## config.mk

```make
export PLATFORM = sky130hd
export DESIGN_NAME = alu_shift_sequencer_flat
export DESIGN_NICKNAME = d
export VERILOG_FILES = /design/src/rtl/alu_shift_sequencer_if.sv /design/src/rtl/alu_shift_sequencer.sv /design/src/flat_wrapper.sv
export SDC_FILE = /design/constraint.sdc
export NUM_CORES = 1
export LEC_CHECK = 0
export BUFFER_PORTS_ARGS = -buffer_cell sky130_fd_sc_hd__buf_2
export CORE_ASPECT_RATIO = 1.25
export CORE_MARGIN = 5
export CORE_UTILIZATION = 41
export CTS_BUF_LIST = sky130_fd_sc_hd__clkbuf_4 sky130_fd_sc_hd__clkbuf_8
export DETAILED_ROUTE_END_ITERATION = 8
export PLACE_DENSITY_LB_ADDON = 0.1
export RECOVER_POWER = 25
export SLEW_MARGIN = 20
export SYNTH_ARGS = -nofsm -noshare
export SYNTH_HDL_FRONTEND = slang
export SYNTH_SLANG_ARGS = --single-unit
```

## constraint.sdc

```tcl
create_clock -name clk -period 1.8 [get_ports clk]
set_clock_uncertainty 0.2 [all_clocks]
set_input_delay 0.36 -clock clk [delete_from_list [all_inputs] [get_ports clk]]
set_output_delay 0.36 -clock clk [all_outputs]
set_load 0.01 [all_outputs]
```

## src/rtl/alu_shift_sequencer_if.sv

```systemverilog
// Bundle between the microcode sequencer, the shift sequencer and the shared ALU.
// The sequencer uses the slave modport; the requester/ALU side uses master.
interface alu_shift_sequencer_if #(
    parameter int OP_BITS = 5
);
    logic               start;
    logic               abort;
    logic [OP_BITS-1:0] op;
    logic               is_8_bit;
    logic [15:0]        value;
    logic [7:0]         count;
    logic [15:0]        flags_in;
    logic               busy;
    logic               done;
    logic [15:0]        result;
    logic [15:0]        flags_out;
    logic [15:0]        alu_a;
    logic [15:0]        alu_b;
    logic [OP_BITS-1:0] alu_op;
    logic               alu_is_8_bit;
    logic [15:0]        alu_flags_in;
    logic [15:0]        alu_out;
    logic [15:0]        alu_flags_out;

    modport slave (
        input  start, abort, op, is_8_bit, value, count, flags_in,
        input  alu_out, alu_flags_out,
        output busy, done, result, flags_out,
        output alu_a, alu_b, alu_op, alu_is_8_bit, alu_flags_in
    );

    modport master (
        output start, abort, op, is_8_bit, value, count, flags_in,
        output alu_out, alu_flags_out,
        input  busy, done, result, flags_out,
        input  alu_a, alu_b, alu_op, alu_is_8_bit, alu_flags_in
    );
endinterface

```

## src/rtl/alu_shift_sequencer.sv

```systemverilog
// Runs a multi-bit shift/rotate as a chain of single-bit ALU steps, feeding the
// ALU result back into a working value/flags register once per cycle.
//
// state  | meaning
// S_IDLE | waiting for start; registers hold last result
// S_RUN  | one ALU step per cycle until remaining reaches zero
// S_DONE | one-cycle done pulse, result/flags stable
module alu_shift_sequencer #(
    parameter int OP_BITS = 5
) (
    input  logic                  clk,
    input  logic                  reset_n,
    alu_shift_sequencer_if.slave  bus
);

    typedef enum logic [1:0] {
        S_IDLE,
        S_RUN,
        S_DONE
    } state_t;

    state_t             state_q, state_d;
    logic [15:0]        value_q, value_d;
    logic [15:0]        flags_q, flags_d;
    logic [4:0]         remaining_q, remaining_d;
    logic [OP_BITS-1:0] op_q, op_d;
    logic               w8_q, w8_d;
    logic               unused_count_hi;

    // Only the 5-bit count matters; the upper count bits are architecturally ignored.
    assign unused_count_hi = ^bus.count[7:5];

    always_ff @(posedge clk or negedge reset_n) begin
        if (!reset_n) begin
            state_q     <= S_IDLE;
            value_q     <= 16'd0;
            flags_q     <= 16'd0;
            remaining_q <= 5'd0;
            op_q        <= '0;
            w8_q        <= 1'b0;
        end else begin
            state_q     <= state_d;
            value_q     <= value_d;
            flags_q     <= flags_d;
            remaining_q <= remaining_d;
            op_q        <= op_d;
            w8_q        <= w8_d;
        end
    end

    always_comb begin
        state_d     = state_q;
        value_d     = value_q;
        flags_d     = flags_q;
        remaining_d = remaining_q;
        op_d        = op_q;
        w8_d        = w8_q;
        case (state_q)
            S_IDLE: begin
                if (bus.start && !bus.abort) begin
                    op_d        = bus.op;
                    w8_d        = bus.is_8_bit;
                    value_d     = bus.value;
                    flags_d     = bus.flags_in;
                    remaining_d = bus.count[4:0];
                    state_d     = (bus.count[4:0] == 5'd0) ? S_DONE : S_RUN;
                end
            end
            S_RUN: begin
                // Abort freezes the partial value rather than taking this step.
                if (bus.abort) begin
                    state_d = S_IDLE;
                end else begin
                    value_d     = bus.alu_out;
                    flags_d     = bus.alu_flags_out;
                    remaining_d = remaining_q - 5'd1;
                    if (remaining_q <= 5'd1) begin
                        state_d = S_DONE;
                    end
                end
            end
            S_DONE: begin
                state_d = S_IDLE;
            end
            default: begin
                state_d = S_IDLE;
            end
        endcase
    end

    assign bus.busy         = (state_q != S_IDLE);
    assign bus.done         = (state_q == S_DONE) && !bus.abort;
    assign bus.result       = value_q;
    assign bus.flags_out    = flags_q;
    assign bus.alu_a        = value_q;
    assign bus.alu_b        = 16'd1;
    assign bus.alu_op       = op_q;
    assign bus.alu_is_8_bit = w8_q;
    assign bus.alu_flags_in = flags_q;

endmodule

```

## src/flat_wrapper.sv

```systemverilog
// flat-port wrapper written by rule: the top's interface ports become plain ports
module alu_shift_sequencer_flat 
#(
    parameter int OP_BITS = 5
)
  (clk, reset_n, bus_start, bus_abort, bus_op, bus_is_8_bit, bus_value, bus_count, bus_flags_in, bus_alu_out, bus_alu_flags_out, bus_busy, bus_done, bus_result, bus_flags_out, bus_alu_a, bus_alu_b, bus_alu_op, bus_alu_is_8_bit, bus_alu_flags_in);
  alu_shift_sequencer_if #(.OP_BITS(OP_BITS)) bus_i ();
  input  logic clk;
  input  logic reset_n;
  input wire logic [$bits(bus_i.start)-1:0] bus_start;
  input wire logic [$bits(bus_i.abort)-1:0] bus_abort;
  input wire logic [$bits(bus_i.op)-1:0] bus_op;
  input wire logic [$bits(bus_i.is_8_bit)-1:0] bus_is_8_bit;
  input wire logic [$bits(bus_i.value)-1:0] bus_value;
  input wire logic [$bits(bus_i.count)-1:0] bus_count;
  input wire logic [$bits(bus_i.flags_in)-1:0] bus_flags_in;
  input wire logic [$bits(bus_i.alu_out)-1:0] bus_alu_out;
  input wire logic [$bits(bus_i.alu_flags_out)-1:0] bus_alu_flags_out;
  output wire logic [$bits(bus_i.busy)-1:0] bus_busy;
  output wire logic [$bits(bus_i.done)-1:0] bus_done;
  output wire logic [$bits(bus_i.result)-1:0] bus_result;
  output wire logic [$bits(bus_i.flags_out)-1:0] bus_flags_out;
  output wire logic [$bits(bus_i.alu_a)-1:0] bus_alu_a;
  output wire logic [$bits(bus_i.alu_b)-1:0] bus_alu_b;
  output wire logic [$bits(bus_i.alu_op)-1:0] bus_alu_op;
  output wire logic [$bits(bus_i.alu_is_8_bit)-1:0] bus_alu_is_8_bit;
  output wire logic [$bits(bus_i.alu_flags_in)-1:0] bus_alu_flags_in;
  assign bus_i.start = bus_start;
  assign bus_i.abort = bus_abort;
  assign bus_i.op = bus_op;
  assign bus_i.is_8_bit = bus_is_8_bit;
  assign bus_i.value = bus_value;
  assign bus_i.count = bus_count;
  assign bus_i.flags_in = bus_flags_in;
  assign bus_i.alu_out = bus_alu_out;
  assign bus_i.alu_flags_out = bus_alu_flags_out;
  assign bus_busy = bus_i.busy;
  assign bus_done = bus_i.done;
  assign bus_result = bus_i.result;
  assign bus_flags_out = bus_i.flags_out;
  assign bus_alu_a = bus_i.alu_a;
  assign bus_alu_b = bus_i.alu_b;
  assign bus_alu_op = bus_i.alu_op;
  assign bus_alu_is_8_bit = bus_i.alu_is_8_bit;
  assign bus_alu_flags_in = bus_i.alu_flags_in;
  alu_shift_sequencer #(.OP_BITS(OP_BITS)) u_core (.clk(clk), .reset_n(reset_n), .bus(bus_i));
endmodule
```

==> results of run 1 <==
per-layer routing:
layer,up-vias,track usage
met5,-,0
met4,0,0.03394
met3,5,0.03566
met2,87,0.2561
met1,1012,0.1801
li1,993,-
sequential cells by signal, indices dropped and copies added (netlist names):
name / flops
u_core.bus.alu_is_8_bit: 1
u_core.bus.alu_flags_in: 16
u_core.remaining_q: 5
u_core.bus.alu_a: 16
u_core.bus.alu_op: 5
u_core.state_q: 2
cell usage after synthesis:
cell type  instances
or3_1              1
nor4b_1            1
a2111oi_0          3
o21a_1             1
or4_1              1
inv_1              4
ha_1               2
o22ai_1            3
nand2b_1           1
o21ai_0            1
nor2b_2            1
nor3_1             1
buf_2              1
a2bb2oi_1          3
o31a_1             1
conb_1             2
mux2i_1            1
mux2_2            16
nor3_4             1
nand3b_1           2
or3b_2             2
dfrtp_1           45
or2_2              1
clkbuf_1           2
a311o_1            1
nor4b_4            1
mux2_4            54
a22o_1             1
a21oi_1            1
buf_4             48
nor3b_1            2
o31ai_1            1
nor2_1             4
buf_6              7
per-stage QoR:
step	instances	power, uW	utilization
2_1_floorplan	231	2760	-
3_3_place_gp	430	3198	0.5134
3_5_place_dp	430	3204	0.5134
4_1_cts	451	4048	0.5603
5_1_grt	454	4353	0.5774
6_report	454	4101	0.5774
worst max-delay path, delay by kind of cell (launching register included):
kind | cells | cell delay, ns
DFF | 1 | 0.43
muxes | 2 | 0.55
and+or+nand+nor | 1 | 0.14
buffers and inverters | 3 | 0.42
logic make-up (layout without fill, tap and decap cells):
| logic type | Yosys count | count (layout) | synth area share |
|---|---|---|---|
| mux | 71 | 71 | 0.3450 |
| buf+inv | 62 | 195 | 0.1608 |
| flops | 45 | 45 | 0.3881 |
| simple gates | 19 | 19 | 0.05218 |
| compound gates | 16 | 16 | 0.04269 |
| fa+ha+maj | 2 | 2 | 0.008623 |
| other cells | 2 | 16 | 0.002588 |
repair_timing:
item | in CTS | in global routing
setup endpoints to repair | 3 | 43
hold buffers | 1 | 0
cloned | 2 | 2
buffers inserted | 10 | 1
pin swaps | 1 | 3
hold endpoints to repair | 17 | 0
resized for setup | 15 | 17
power groups by stage:
stage	logic [uW]	clock network [uW]	registers (uW)
final	1930	685	1480
after global routing	2060	757	1540
after CTS	1850	714	1480
after detailed placement	1700	0	1500
after global placement	1710	0	1490
after floorplan	1170	0	1590
worst paths after layout:
path	start	end	slack, ns	cells past startpoint
worst max-delay path	u_core.state_q[1]	u_core.bus.alu_a[11]	-0.06	6
worst min-delay path	bus_op[1]	u_core.bus.alu_op[1]	0.1	2
worst max register to register	u_core.state_q[1]	u_core.bus.alu_a[11]	-0.06	6
worst min register to register	u_core.bus.alu_op[0]	u_core.bus.alu_op[0]	0.31	1
max in group asynchronous	reset_n	u_core.bus.alu_a[6]	0.25	3
min in group asynchronous	reset_n	u_core.bus.alu_a[7]	0.34	2
layout make-up:
cell class	instances	area share
clock inverters	1	0.001250
multi-input cells	124	0.3656
flip-flops and latches	45	0.2816
clock buffers	7	0.02406
well taps	90	0.02813
repair buffers	183	0.2956
inverters	4	0.003750
==> metrics.yaml, run 1 <==
outcome: "finished with violations"
violations: "setup timing"
drv_slew: 0
nNetsFinal: 447
worst_path_max_delay_cell: "dfrtp_2"
netSwitchingFraction: 0.3264
seqPwrFrac: 0.362
multi_input_area_um2: 1464
setup_viol_count_final: 32
antenna_cells: 0
p_clk_frac: 0.167
drive_gt1_frac: 0.7445
pin_count: 170
start_kind: "register"
core_area_um2: 6934
insertion_delay_ns: 0.29
path_common_cell: "mux2_4"
p_per_area_nw_per_um2: 1024
route.detailed.wl_per_inst_um: 15.65
drcViolationCount: 0
rsz0062_at_grt: "true"
dr_wl_met2_um: 3661
path_clk_slew_ns: 0.08
die_h_um: 104.1
switching_power_uw: 1338
avgViaCountPerCell: 4.619
cp.arrival_ns: 1.84
die-area_um2: 8870
wirelength_um: 7107
post-route-period-util: 1.035
crit_required_ns: 1.78
grt_pass1_wl_um: 10580
wl_met1_um: 2798
wl_met3_um: 585
p_leak_uw: 0.002102
grt_max_degree: 29
chipWidth_um: 85.25
vias: 2097
grt.total_usage: 0.1467
critPathKind: "reg2reg"
hold_slack_ns: 0.09788
numPortBuffers: 150
cts_tree: "done"
final_cell_area_um2: 4004
ant_nets: 0
routed.top_layer: "met4"
first_pass_iters: 4
start_util: 0.4184
synth_seq_cells: 45
fmax_mhz: 536.7
ys_seq_area_frac: 0.3881
root_buffer: "clkbuf_8"
synthCells: 217
seq_area_um2: 1127
hpwl_um: 4917
worstSetupEndpointType: "register"
num_rows: 34
cts_made_buffers: 5
syn_area_um2: 2902
maxCapViolCount: 0
finalSetupTns_ns: -1.320
place_congestion: 0.7805
grt_pass1_vias: 2047
n_fill_cell: 602
placed_area_um2: 3560
yosys.area.top_type: "dfrtp_1"
cts_num_sinks: 45
min_path_type: "in2reg"
power_frac_comb: 0.471
hold_viol_final: 0
htreeDepth: 2
final_cell_mix: "buf_2 (148), mux2_4 (70), dfrtp_1 (44), conb_1 (16), buf_4 (14)"
syn_to_final_growth_pct: 37.99
gr-total-overflow: 0
synth.top_cell.area_share: 0.3881
syn_area_per_cell_um2: 13.37
drt-initial-drc-count: 44
fin_ws_ns: -0.06325
ir_worst_vdd_uv: 432.4
synth_area_leaders: "dfrtp_1 (39%), mux2_4 (28%), buf_4 (12%)"
clock_tree.buffer_depth: 2
antenna_found_initial: 0
period_minus_slack_ns: 1.863
post-place-ws_ns: 0.01818
yosys_warnings: 0
crit_chain: "buf_6, nor2b_4, buf_12, clkbuf_16, mux2_4, mux2_4"
ys_types: 34
max_stage_delay_ns: 0.43
p_int_uw: 2763
final_common_cell: "buf_2"
critPathMaxFanout: 5
Note: power is estimated with default switching activity, not from simulation.
==> run 2: changes to the inputs <==
--- a/config.mk
+++ b/config.mk
@@ -5,12 +5,14 @@
 export SDC_FILE = /design/constraint.sdc
 export NUM_CORES = 1
 export LEC_CHECK = 0
+export ABC_CLOCK_PERIOD_IN_PS = 1510
 export BUFFER_PORTS_ARGS = -buffer_cell sky130_fd_sc_hd__buf_2
 export CORE_ASPECT_RATIO = 1.25
 export CORE_MARGIN = 5
 export CORE_UTILIZATION = 41
 export CTS_BUF_LIST = sky130_fd_sc_hd__clkbuf_4 sky130_fd_sc_hd__clkbuf_8
 export DETAILED_ROUTE_END_ITERATION = 8
+export GPL_TIMING_DRIVEN = 0
 export PLACE_DENSITY_LB_ADDON = 0.1
 export RECOVER_POWER = 25
 export SLEW_MARGIN = 20
==> constraint.sdc (replaced) <==
create_clock -name clk -period 1.51 [get_ports clk]
set_clock_uncertainty 0.2 [all_clocks]
set_input_delay 0.302 -clock clk [delete_from_list [all_inputs] [get_ports clk]]
set_output_delay 0.302 -clock clk [all_outputs]
set_load 0.01 [all_outputs]
==> metrics.yaml, run 2 (synthesized netlist as in run 1, its figures left out) <==
hold_slack_ns: 0.02643
final_util: 0.6406
grt_pass1_vias: 2341
numPortBuffers: 149
rsz0062_at_grt: "true"
start_kind: "register"
pin_count: 170
root_buffer: "clkbuf_8"
place_congestion: 0.7721
drv_slew: 0
slew-limit-headroom: 0.5847
fin_ws_ns: -0.2752
route.detailed.wl_per_inst_um: 14.32
outcome: "finished with violations"
drive_gt1_frac: 0.7928
final_common_cell: "buf_2"
clock_tree.buffer_depth: 2
die_h_um: 104.1
first_pass_iters: 4
grt_pass1_wl_um: 11390
num_rows: 34
wirelength_um: 7231
htreeDepth: 2
hpwl_um: 5378
drcViolationCount: 0
final_cells: 505
critPathMaxFanout: 10
antenna_found_initial: 0
die-area_um2: 8870
core_area_um2: 6934
post-route-period-util: 1.182
min_path_type: "in2reg"
cts_made_buffers: 5
nNetsFinal: 498
p_leak_uw: 0.002355
p_per_area_nw_per_um2: 1250
grt.total_usage: 0.1581
vias: 2290
crit_required_ns: 1.49
grt_max_degree: 46
syn_to_final_growth_pct: 53.08
chipWidth_um: 85.25
avgViaCountPerCell: 4.535
cts_tree: "done"
setup_viol_count_final: 47
final_cell_area_um2: 4442
worstMarginPinSlew_ns: 0.6230
fmax_mhz: 560.2
cts_num_sinks: 45
drt-initial-drc-count: 29
path_clk_slew_ns: 0.09
period_minus_slack_ns: 1.785
total_power_uw: 5553
cp.arrival_ns: 1.77
insertion_delay_ns: 0.30
maxCapViolCount: 0
placed_area_um2: 3910
worstSetupEndpointType: "register"
ir_worst_vdd_uv: 624.5
antenna_cells: 0
ant_nets: 0
final_cell_mix: "buf_2 (144), mux2_4 (67), buf_4 (62), dfrtp_1 (43), buf_6 (19)"
gr-total-overflow: 0
critPathKind: "reg2reg"
hold_viol_final: 0
violations: "setup timing"
place_inst: 470
start_util: 0.4184
==> run 2: worst paths after layout <==
check / start / cells past startpoint / slack (ns) / endpoint
worst min register to register: u_core.bus.alu_op[3] / 1 / 0.31 / u_core.bus.alu_op[3]
worst max-delay path: u_core.state_q[1] / 5 / -0.28 / u_core.bus.alu_a[13]
min in group asynchronous: reset_n / 2 / 0.39 / u_core.bus.alu_flags_in[0]
worst min-delay path: bus_op[0] / 2 / 0.03 / u_core.bus.alu_op[0]
max in group asynchronous: reset_n / 2 / 0.28 / u_core.state_q[1]
worst max register to register: u_core.state_q[1] / 5 / -0.28 / u_core.bus.alu_a[13]
==> run 2: area by class of cell <==
cell class              count  area, um2
clock inverters             3      65.06
well taps                  90      112.6
clock buffers               5      68.82
repair buffers            176       1020
fillers                   583       2492
inverters                   4      15.01
flip-flops and latches     45       1129
multi-input cells         124       1511
plain buffers              58      520.5
==> run 2: worst max-delay path: stages, from the launching register on <==
cell and delay [ns]:
dfrtp_2 0.46, nor2b_4 0.15, buf_12 0.14, buf_12 0.14
mux2_4 0.31, mux2_4 0.26
==> run 2: where the power goes <==
group / internal, uW / switching, uW / leakage [uW] / total [uW]
registers: 1520 / 266 / 0.000525 / 1790
clock network: 657 / 413 / 0.0000681 / 1070
logic: 1680 / 1020 / 0.00176 / 2690
==> run 2: what timing repair did <==
item / CTS / global route
pin swaps: 10 / 4
hold buffers: 0 / 1
endpoints found under the hold margin: 0 / 45
setup buffers: 20 / 6
resized for setup: 37 / 5
endpoints found under the setup margin: 47 / 53
==> run 2: per-stage QoR <==
step           setup WS [ns]  setup TNS, ns
2_1_floorplan        -0.2262         -7.566
3_3_place_gp         -0.4168         -15.41
3_5_place_dp         -0.4147         -15.25
4_1_cts              -0.2806         -10.62
5_1_grt              -0.3209         -12.65
6_report             -0.2752         -10.59
==> run 2: metal layers <==
metal	vias up	wire length [um]	global-route usage
met5	-	0	0
met4	0	99	0.04412
met3	10	536	0.04200
met2	83	4052	0.2950
met1	1107	2542	0.1715
li1	1090	-	-
